## config.mk

```make
export PLATFORM = sky130hd
export DESIGN_NAME = pipeline_hazard_ctrl
export DESIGN_NICKNAME = d
export VERILOG_FILES = /design/src/rtl/pipeline_hazard_ctrl.sv
export SDC_FILE = /design/constraint.sdc
export NUM_CORES = 1
export LEC_CHECK = 0
export CORE_MARGIN = 5
export CORE_UTILIZATION = 48
export CTS_BUF_LIST = sky130_fd_sc_hd__clkbuf_4
export CTS_CLUSTER_DIAMETER = 60
export DETAILED_ROUTE_END_ITERATION = 16
export HOLD_SLACK_MARGIN = 0.12
export PLACE_DENSITY = 0.82
export SLEW_MARGIN = 20
export SYNTH_ARGS = -nofsm -noshare
export SYNTH_HDL_FRONTEND = slang
export SYNTH_SLANG_ARGS = --single-unit
```

## constraint.sdc

```tcl
create_clock -name Clk -period 2.85 [get_ports Clk]
set_clock_uncertainty 0.1 [all_clocks]
set_input_delay 0.57 -clock Clk [delete_from_list [all_inputs] [get_ports Clk]]
set_output_delay 0.57 -clock Clk [all_outputs]
set_load 0.03 [all_outputs]
```

## src/rtl/pipeline_hazard_ctrl.sv

```systemverilog
// Stall/flush scheduler for a 5-stage MIPS pipeline: load-use interlock, MEM-stage
// branch flush and data-memory wait with timeout, plus saturating perf counters.
module pipeline_hazard_ctrl #(
  parameter int MEM_TIMEOUT = 16,
  parameter int CNT_W       = 16
) (
  input  logic             Clk,
  input  logic             Reset,
  input  logic [4:0]       IFID_Rs,
  input  logic [4:0]       IFID_Rt,
  input  logic             IDEX_MemRead,
  input  logic [4:0]       IDEX_Rt,
  input  logic             EXMEM_Branch,
  input  logic             EXMEM_Zero,
  input  logic             EXMEM_MemRead,
  input  logic             EXMEM_MemWrite,
  input  logic             Mem_Ready,
  output logic             Mem_Req,
  output logic             PC_Write,
  output logic             IFID_Write,
  output logic             IDEX_Write,
  output logic             EXMEM_Write,
  output logic             IFID_Flush,
  output logic             IDEX_Bubble,
  output logic             EXMEM_Flush,
  output logic             MEMWB_Bubble,
  output logic             PCSrc,
  output logic             Mem_Error,
  output logic [CNT_W-1:0] Stall_Count,
  output logic [CNT_W-1:0] Flush_Count
);

  localparam logic [0:0] RUN      = 1'b0;
  localparam logic [0:0] MEM_WAIT = 1'b1;
  localparam int WCW = (MEM_TIMEOUT > 2) ? $clog2(MEM_TIMEOUT) : 1;
  localparam logic [WCW-1:0]   WAIT_LAST = WCW'(MEM_TIMEOUT - 1);
  localparam logic [CNT_W-1:0] CNT_MAX   = {CNT_W{1'b1}};

  logic [0:0]       state_q, state_d;
  logic [WCW-1:0]   wait_cnt_q, wait_cnt_d;
  logic             mem_error_q, mem_error_d;
  logic [CNT_W-1:0] stall_cnt_q, stall_cnt_d;
  logic [CNT_W-1:0] flush_cnt_q, flush_cnt_d;

  logic memop_s, timeout_s, mem_stall_s, branch_taken_s, load_use_s;

  assign memop_s        = EXMEM_MemRead | EXMEM_MemWrite;
  assign timeout_s      = (state_q == MEM_WAIT) && !Mem_Ready && (wait_cnt_q == WAIT_LAST);
  assign mem_stall_s    = ((state_q == RUN) && memop_s && !Mem_Ready) ||
                          ((state_q == MEM_WAIT) && !Mem_Ready && !timeout_s);
  assign branch_taken_s = EXMEM_Branch & EXMEM_Zero;
  assign load_use_s     = IDEX_MemRead && (IDEX_Rt != 5'd0) &&
                          ((IDEX_Rt == IFID_Rs) || (IDEX_Rt == IFID_Rt));

  // Pipeline controls and next-state; a memory freeze masks branch and load-use.
  always_comb begin
    Mem_Req      = memop_s;
    PC_Write     = 1'b1;
    IFID_Write   = 1'b1;
    IDEX_Write   = 1'b1;
    EXMEM_Write  = 1'b1;
    IFID_Flush   = 1'b0;
    IDEX_Bubble  = 1'b0;
    EXMEM_Flush  = 1'b0;
    MEMWB_Bubble = 1'b0;
    PCSrc        = 1'b0;
    state_d      = RUN;
    wait_cnt_d   = '0;
    mem_error_d  = mem_error_q;
    stall_cnt_d  = stall_cnt_q;
    flush_cnt_d  = flush_cnt_q;

    if (Reset) begin
      Mem_Req      = 1'b0;
      PC_Write     = 1'b0;
      IFID_Write   = 1'b0;
      IDEX_Write   = 1'b0;
      EXMEM_Write  = 1'b0;
      IFID_Flush   = 1'b1;
      IDEX_Bubble  = 1'b1;
      EXMEM_Flush  = 1'b1;
      MEMWB_Bubble = 1'b1;
      mem_error_d  = 1'b0;
      stall_cnt_d  = '0;
      flush_cnt_d  = '0;
    end else begin
      if (mem_stall_s) begin
        PC_Write     = 1'b0;
        IFID_Write   = 1'b0;
        IDEX_Write   = 1'b0;
        EXMEM_Write  = 1'b0;
        MEMWB_Bubble = 1'b1;
        state_d      = MEM_WAIT;
        wait_cnt_d   = (state_q == RUN) ? WCW'(1) : wait_cnt_q + WCW'(1);
      end else if (branch_taken_s) begin
        PCSrc       = 1'b1;
        IFID_Flush  = 1'b1;
        IDEX_Bubble = 1'b1;
        EXMEM_Flush = 1'b1;
      end else if (load_use_s) begin
        PC_Write    = 1'b0;
        IFID_Write  = 1'b0;
        IDEX_Bubble = 1'b1;
      end else begin
        PCSrc = 1'b0;
      end

      if (timeout_s) begin
        mem_error_d = 1'b1;
      end else begin
        mem_error_d = mem_error_q;
      end

      if (!PC_Write && (stall_cnt_q != CNT_MAX)) begin
        stall_cnt_d = stall_cnt_q + CNT_W'(1);
      end else begin
        stall_cnt_d = stall_cnt_q;
      end

      if (PCSrc && (flush_cnt_q != CNT_MAX)) begin
        flush_cnt_d = flush_cnt_q + CNT_W'(1);
      end else begin
        flush_cnt_d = flush_cnt_q;
      end
    end
  end

  // State, wait counter, sticky error and perf counters.
  always_ff @(posedge Clk) begin
    if (Reset) begin
      state_q     <= RUN;
      wait_cnt_q  <= '0;
      mem_error_q <= 1'b0;
      stall_cnt_q <= '0;
      flush_cnt_q <= '0;
    end else begin
      state_q     <= state_d;
      wait_cnt_q  <= wait_cnt_d;
      mem_error_q <= mem_error_d;
      stall_cnt_q <= stall_cnt_d;
      flush_cnt_q <= flush_cnt_d;
    end
  end

  assign Mem_Error   = mem_error_q;
  assign Stall_Count = stall_cnt_q;
  assign Flush_Count = flush_cnt_q;

endmodule

```

==> results of run 1 <==
per-layer routing:
layer	global-route usage	vias up	part of all wire
met5	0	-	0
met4	0.0641	0	0.018
met3	0.0462	11	0.039
met2	0.344	46	0.51
met1	0.237	929	0.43
li1	-	1020	-
final timing paths:
| path | end | slack (ns) | cells after the start |
|---|---|---|---|
| max | IDEX_Bubble | 0.05 | 6 |
| min | wait_cnt_q[0] | 0.35 | 1 |
| max reg2reg | Stall_Count[15] | 0.45 | 8 |
| min reg2reg | wait_cnt_q[0] | 0.35 | 1 |
sequential cells by signal, indices dropped and copies added, names as in the netlist:
| register | flops |
|---|---|
| Mem_Error | 1 |
| wait_cnt_q | 4 |
| Stall_Count | 16 |
| state_q | 1 |
| Flush_Count | 16 |
metrics by stage:
step           setup TNS [ns]  total power (uW)
2_1_floorplan               0               650
5_1_grt                     0              1050
3_3_place_gp           -0.711               728
3_5_place_dp            -1.13               731
6_report                    0              1010
4_1_cts                     0              1010
logic make-up (layout without fill, tap and decap cells):
group,count (synthesis),count (layout),synth area share
flip-flops,38,38,0.366
AO/OA/AOI/OAI,39,39,0.131
buffers and inverters,20,102,0.0608
XOR/XNOR,24,24,0.101
AND/OR/NAND/NOR,110,110,0.296
multiplexers,5,5,0.0265
adder cells (fa/ha/maj),3,3,0.0181
power by group:
group	internal [uW]	switching, uW	total, uW
Sequential	537	7.62	544
Clock	102	178	280
Combinational	91.7	90.6	182
Total	731	276	1010
cells in the final DEF, fill, tap and decap left out, drive strengths merged, types with 2 or more instances in the layout:
cell / n
a21oi: 15
a31oi: 2
and3: 6
and4: 3
buf: 30
clkbuf: 7
clkdlybuf4s50: 52
clkinv: 2
dfxtp: 38
dlygate4sd2: 3
ha: 3
inv: 7
mux2: 4
nand2: 15
nand3: 15
nand4: 5
nor2: 26
nor2b: 4
nor3: 8
nor3b: 2
nor4b: 2
o21ai: 6
o31ai: 7
or2: 3
or3: 8
or4: 9
xnor2: 19
xor2: 5
worst max-delay path, stage by stage:
cell	delay, ns
clkdlybuf4s50_1	0.50
nor3_2	0.06
o311a_1	0.31
or2_2	0.30
a31o_2	0.22
clkbuf_4	0.17
area by class of cell:
class	count	area (um2)
clock buffers	6	45.0
clock inverters	2	8.76
fillers	334	1330
inverters	7	26.3
multi-input cells	181	1230
flip-flops and latches	38	762
well taps	52	65.1
repair buffers	87	803
timing repair:
action                     CTS  global route
setup buffers                0             0
setup endpoints to repair    5             7
pin swaps                    3             0
gates resized for setup     15             7
==> reports/qor.txt, run 1 <==
Initial antenna violation count: 0
Number of I/O port buffers: 65
Crit. End Element: output port
Synth Net Count: 265
Status: finished, final reports clean
WL final: 5140 um
CTS tree: built
Post-synthesis cell type count: 48
Drt pass-1 iters: 4
Fmax: 0.357 GHz
Critical Path AT: 2.13 ns
CP required: 2.18 ns
Clock root buffer: clkbuf_4
Diodes inserted: 0
Register bit total from synthesis: 38
Dpl hpwl: 3820 um
Reg-to-reg critical path startpoint: wait_cnt_q[0]
Relative slew margins: 0.697
Die area: 5740 um2
Hold Buf Count CTS: 0
Post-synthesis average cell area: 8.69 um2
Mapped Area: 2080 um2
DR DRC count: 0
I/O pins: 66
Post-synth EDFFs: 0
Worst-Margin Slew: 0.453 ns
Via Count: 2006
Worst setup margin: 0.0481 ns
Fin Hold WS: 0.355 ns
Wire per inst: 13.8 um
Synth area leader: dfxtp_1
Global-route usage over all layers: 0.197
Most common cell in the netlist: dfxtp_1
Initial DRC count: 155
Vias per Instance: 5.38
Skew-Pair Late Insertion Delay: 0.35 ns
Die span in y: 75.8 um
Synth top area share: 0.366
Clock Sinks: 38
Post-DP Area: 2840 um2
Post-route cell area: 2940 um2
Pre-CTS setup slack: -0.396 ns
Nets: 346
Global-route wire length before repair: 8880 um
Worst-path clk slew: 0.12 ns
Cells after Synth: 239
Cell Count Post-Placement: 365
Top FF cell, synth: dfxtp_1
RSZ-0062 raised after global routing: false
Top cells by instance count after synthesis: dfxtp_1, nor2_1, xnor2_1
Die width: 75.8 um
# Max-Cap Violations: 0
Final period util: 0.983
Sequential fraction of the synthesis area: 0.366
CP startpoint: EXMEM_MemRead
H-tree depth: 2
Core Area: 4260 um2
Fin. Hold Viols: 0
PD cells: 343 nW/um2
Warnings from Yosys: 0
Crit-path max FO: 2
Gr ovfl total: 0
Largest net degree at the start of global routing: 25
Initial cell density of the core: 0.487
Fraction of registers with async set/reset: 0
Clock tree buffer depth: 2
Fin. max-slew vios: 0
Leakage Power: 0.00104 uW
VDD IR max: 0.258 mV
Routability Congestion: 0.880
Cts bufs inserted: 5
Startpoint Class: primary input
Post-route ant nets: 0
Layout cell share with drive strength beyond 1: 0.190
Syn-to-layout area delta: 41.5%
Worst hold path startpoint: wait_cnt_q[0]
Layout Utilization: 0.689
Non-Filler Instances: 373
Critical path type: primary input to output port
Hold Path Class: flip-flop to flip-flop
Vias in the first global route: 2048
Synth area leaders: dfxtp_1, xnor2_1, nor2_1
Final setup viols: 0
FP Rows: 24
Minimum clock period: 2.80 ns
Note: power is estimated with default switching activity, not from simulation.
==> run 2, diff against run 1 <==
Settings changed: CAP_MARGIN set to 0.
==> results of run 2 <==
Same layout as run 1: the final DEF is identical, and so are final timing and power.
==> run 3, diff against run 2 <==
Settings changed: CAP_MARGIN 0 to 20, GPL_TIMING_DRIVEN set to 0.
==> reports/qor.txt, run 3 (same netlist as run 1, synthesis figures left out) <==
R2R cell count: 7 (was 8)
# Max-Cap Violations: 0 (unchanged)
Wire per inst: 14.1 um (was 13.8 um)
Final period util: 0.997 (was 0.983)
Critical path type: primary input to output port (unchanged)
Initial cell density of the core: 0.487 (unchanged)
DR DRC count: 0 (unchanged)
Critical Path AT: 2.17 ns (was 2.13 ns)
Layout cell share with drive strength beyond 1: 0.159 (was 0.190)
Fin Hold WS: 0.353 ns (was 0.355 ns)
Power, Total: 1110 uW (was 1010 uW)
I/O pins: 66 (unchanged)
Hold Path Class: flip-flop to flip-flop (unchanged)
RSZ-0062 raised after global routing: true (was false)
Worst-path clk slew: 0.11 ns (was 0.12 ns)
Global-route wire length before repair: 8670 um (was 8880 um)
Core Area: 4260 um2 (unchanged)
FP Rows: 24 (unchanged)
Global-route usage over all layers: 0.197 (about the same)
Routability Congestion: 0.856 (was 0.880)
WL final: 5160 um (was 5140 um)
Clock Sinks: 38 (unchanged)
Terminus of the critical flop-to-flop path: Stall_Count[11] (was Stall_Count[15])
Hold Buf Count CTS: 0 (unchanged)
Cts bufs inserted: 5 (unchanged)
Commonest non-fill, non-tap cells in the layout: clkdlybuf4s50_1, dfxtp_1, nor2_1 (was clkdlybuf4s50_1, dfxtp_1, buf_4)
Via Count: 2018 (was 2006)
Post-route ant nets: 0 (unchanged)
Reg2Reg Setup Slack: 0.51 ns (was 0.45 ns)
Worst hold path startpoint: wait_cnt_q[0] (unchanged)
Startpoint Class: primary input (unchanged)
Crit. End Element: output port (unchanged)
Drt pass-1 iters: 5 (was 4)
Die span in y: 75.8 um (unchanged)
Min-Delay Endpoint: wait_cnt_q[0] (unchanged)
Post-DP Area: 2790 um2 (was 2840 um2)
Gr ovfl total: 0 (unchanged)
Register area: 762 um2 (unchanged)
Dpl hpwl: 3880 um (was 3820 um)
Diodes inserted: 0 (unchanged)
Pre-CTS setup slack: -0.730 ns (was -0.396 ns)
Worst-Margin Slew: 0.535 ns (was 0.453 ns)
Reg-to-reg critical path startpoint: wait_cnt_q[0] (unchanged)
Die width: 75.8 um (unchanged)
Post-route cell area: 2900 um2 (was 2940 um2)
Leakage Power: 0.00100 uW (was 0.00104 uW)
Final setup viols: 0 (unchanged)
Vias per Instance: 5.50 (was 5.38)
Largest net degree at the start of global routing: 12 (was 25)
Status: finished, final reports clean (unchanged)
Nets: 340 (was 346)
Initial DRC count: 117 (was 155)
H-tree depth: 2 (unchanged)
Die area: 5740 um2 (unchanged)
Number of I/O port buffers: 65 (unchanged)
Clock root buffer: clkbuf_4 (unchanged)
Area taken by multi-input logic gates: 1210 um2 (was 1230 um2)
Initial antenna violation count: 0 (unchanged)
Commonest non-fill, non-tap cell in the layout: clkdlybuf4s50_1 (unchanged)
Relative slew margins: 0.643 (was 0.697)
Fillers: 347 (was 334)
Skew-Pair Late Insertion Delay: 0.37 ns (was 0.35 ns)
Fin. Hold Viols: 0 (unchanged)
Vias in the first global route: 1927 (was 2048)
Minimum clock period: 2.84 ns (was 2.80 ns)
Clock tree buffer depth: 2 (unchanged)
VDD IR max: 0.307 mV (was 0.258 mV)
Layout Utilization: 0.680 (was 0.689)
Fmax: 0.352 GHz (was 0.357 GHz)
CTS tree: built (unchanged)
CP required: 2.18 ns (about the same)
PD cells: 381 nW/um2 (was 343 nW/um2)
Worst setup margin: 0.00790 ns (was 0.0481 ns)
Crit-path max FO: 3 (was 2)
Worst hold stages: 1 (unchanged)
Fin. max-slew vios: 0 (unchanged)
Syn-to-layout area delta: 39.6% (was 41.5%)
-- run 3: report_power, final --
part           switching, uW  internal [uW]
logic                   89.3           82.8
registers               7.45            537
clock network            184            205
-- run 3: critical path, cell delays in order --
cell and delay, ns:
clkdlybuf4s50_1 0.46, or4_4 0.43, o21a_2 0.26, a31oi_2 0.16, buf_4 0.13, buf_4 0.15
-- run 3: per-layer routing --
metal | share of wire | vias to the layer above | global-route usage
li1 | - | 1007 | -
met1 | 0.45 | 949 | 0.250
met2 | 0.49 | 54 | 0.319
met3 | 0.047 | 8 | 0.0567
met4 | 0.012 | 0 | 0.0699
met5 | 0 | - | 0
-- run 3: worst max-delay path by stage --
stage               start        to  slack [ns]  cells after the start
2_1_floorplan  IDEX_Rt[1]  PC_Write       0.002                      4
3_3_place_gp   IDEX_Rt[1]  PC_Write       -0.68                      6
3_5_place_dp   IDEX_Rt[1]  PC_Write       -0.73                      6
4_1_cts        IDEX_Rt[4]  PC_Write      0.0009                      6
5_1_grt        IDEX_Rt[0]  PC_Write       -0.04                      7
6_report       IDEX_Rt[4]  PC_Write       0.008                      6
-- run 3: area by class of cell --
class | instances | area share
Multi-Input combinational cell | 181 | 0.419
Sequential cell | 38 | 0.263
Timing Repair Buffer | 68 | 0.224
Buffer | 13 | 0.0350
Tap cell | 52 | 0.0224
Clock buffer | 7 | 0.0181
Clock inverter | 1 | 0.0104
Inverter | 7 | 0.00906
-- run 3: repair_timing --
| item | 4_1_cts | 5_1_grt |
|---|---|---|
| resized for setup | 41 | 9 |
| endpoints found under the setup margin | 10 | 8 |
| pin swaps | 3 | 0 |
| setup buffers | 3 | 0 |
-- run 3: through the flow --
step	std cells	TNS, ns
finish	367	0
global route	367	-0.0617
CTS	367	0
detailed placement	356	-4.98
global placement	356	-4.50
floorplan	239	0
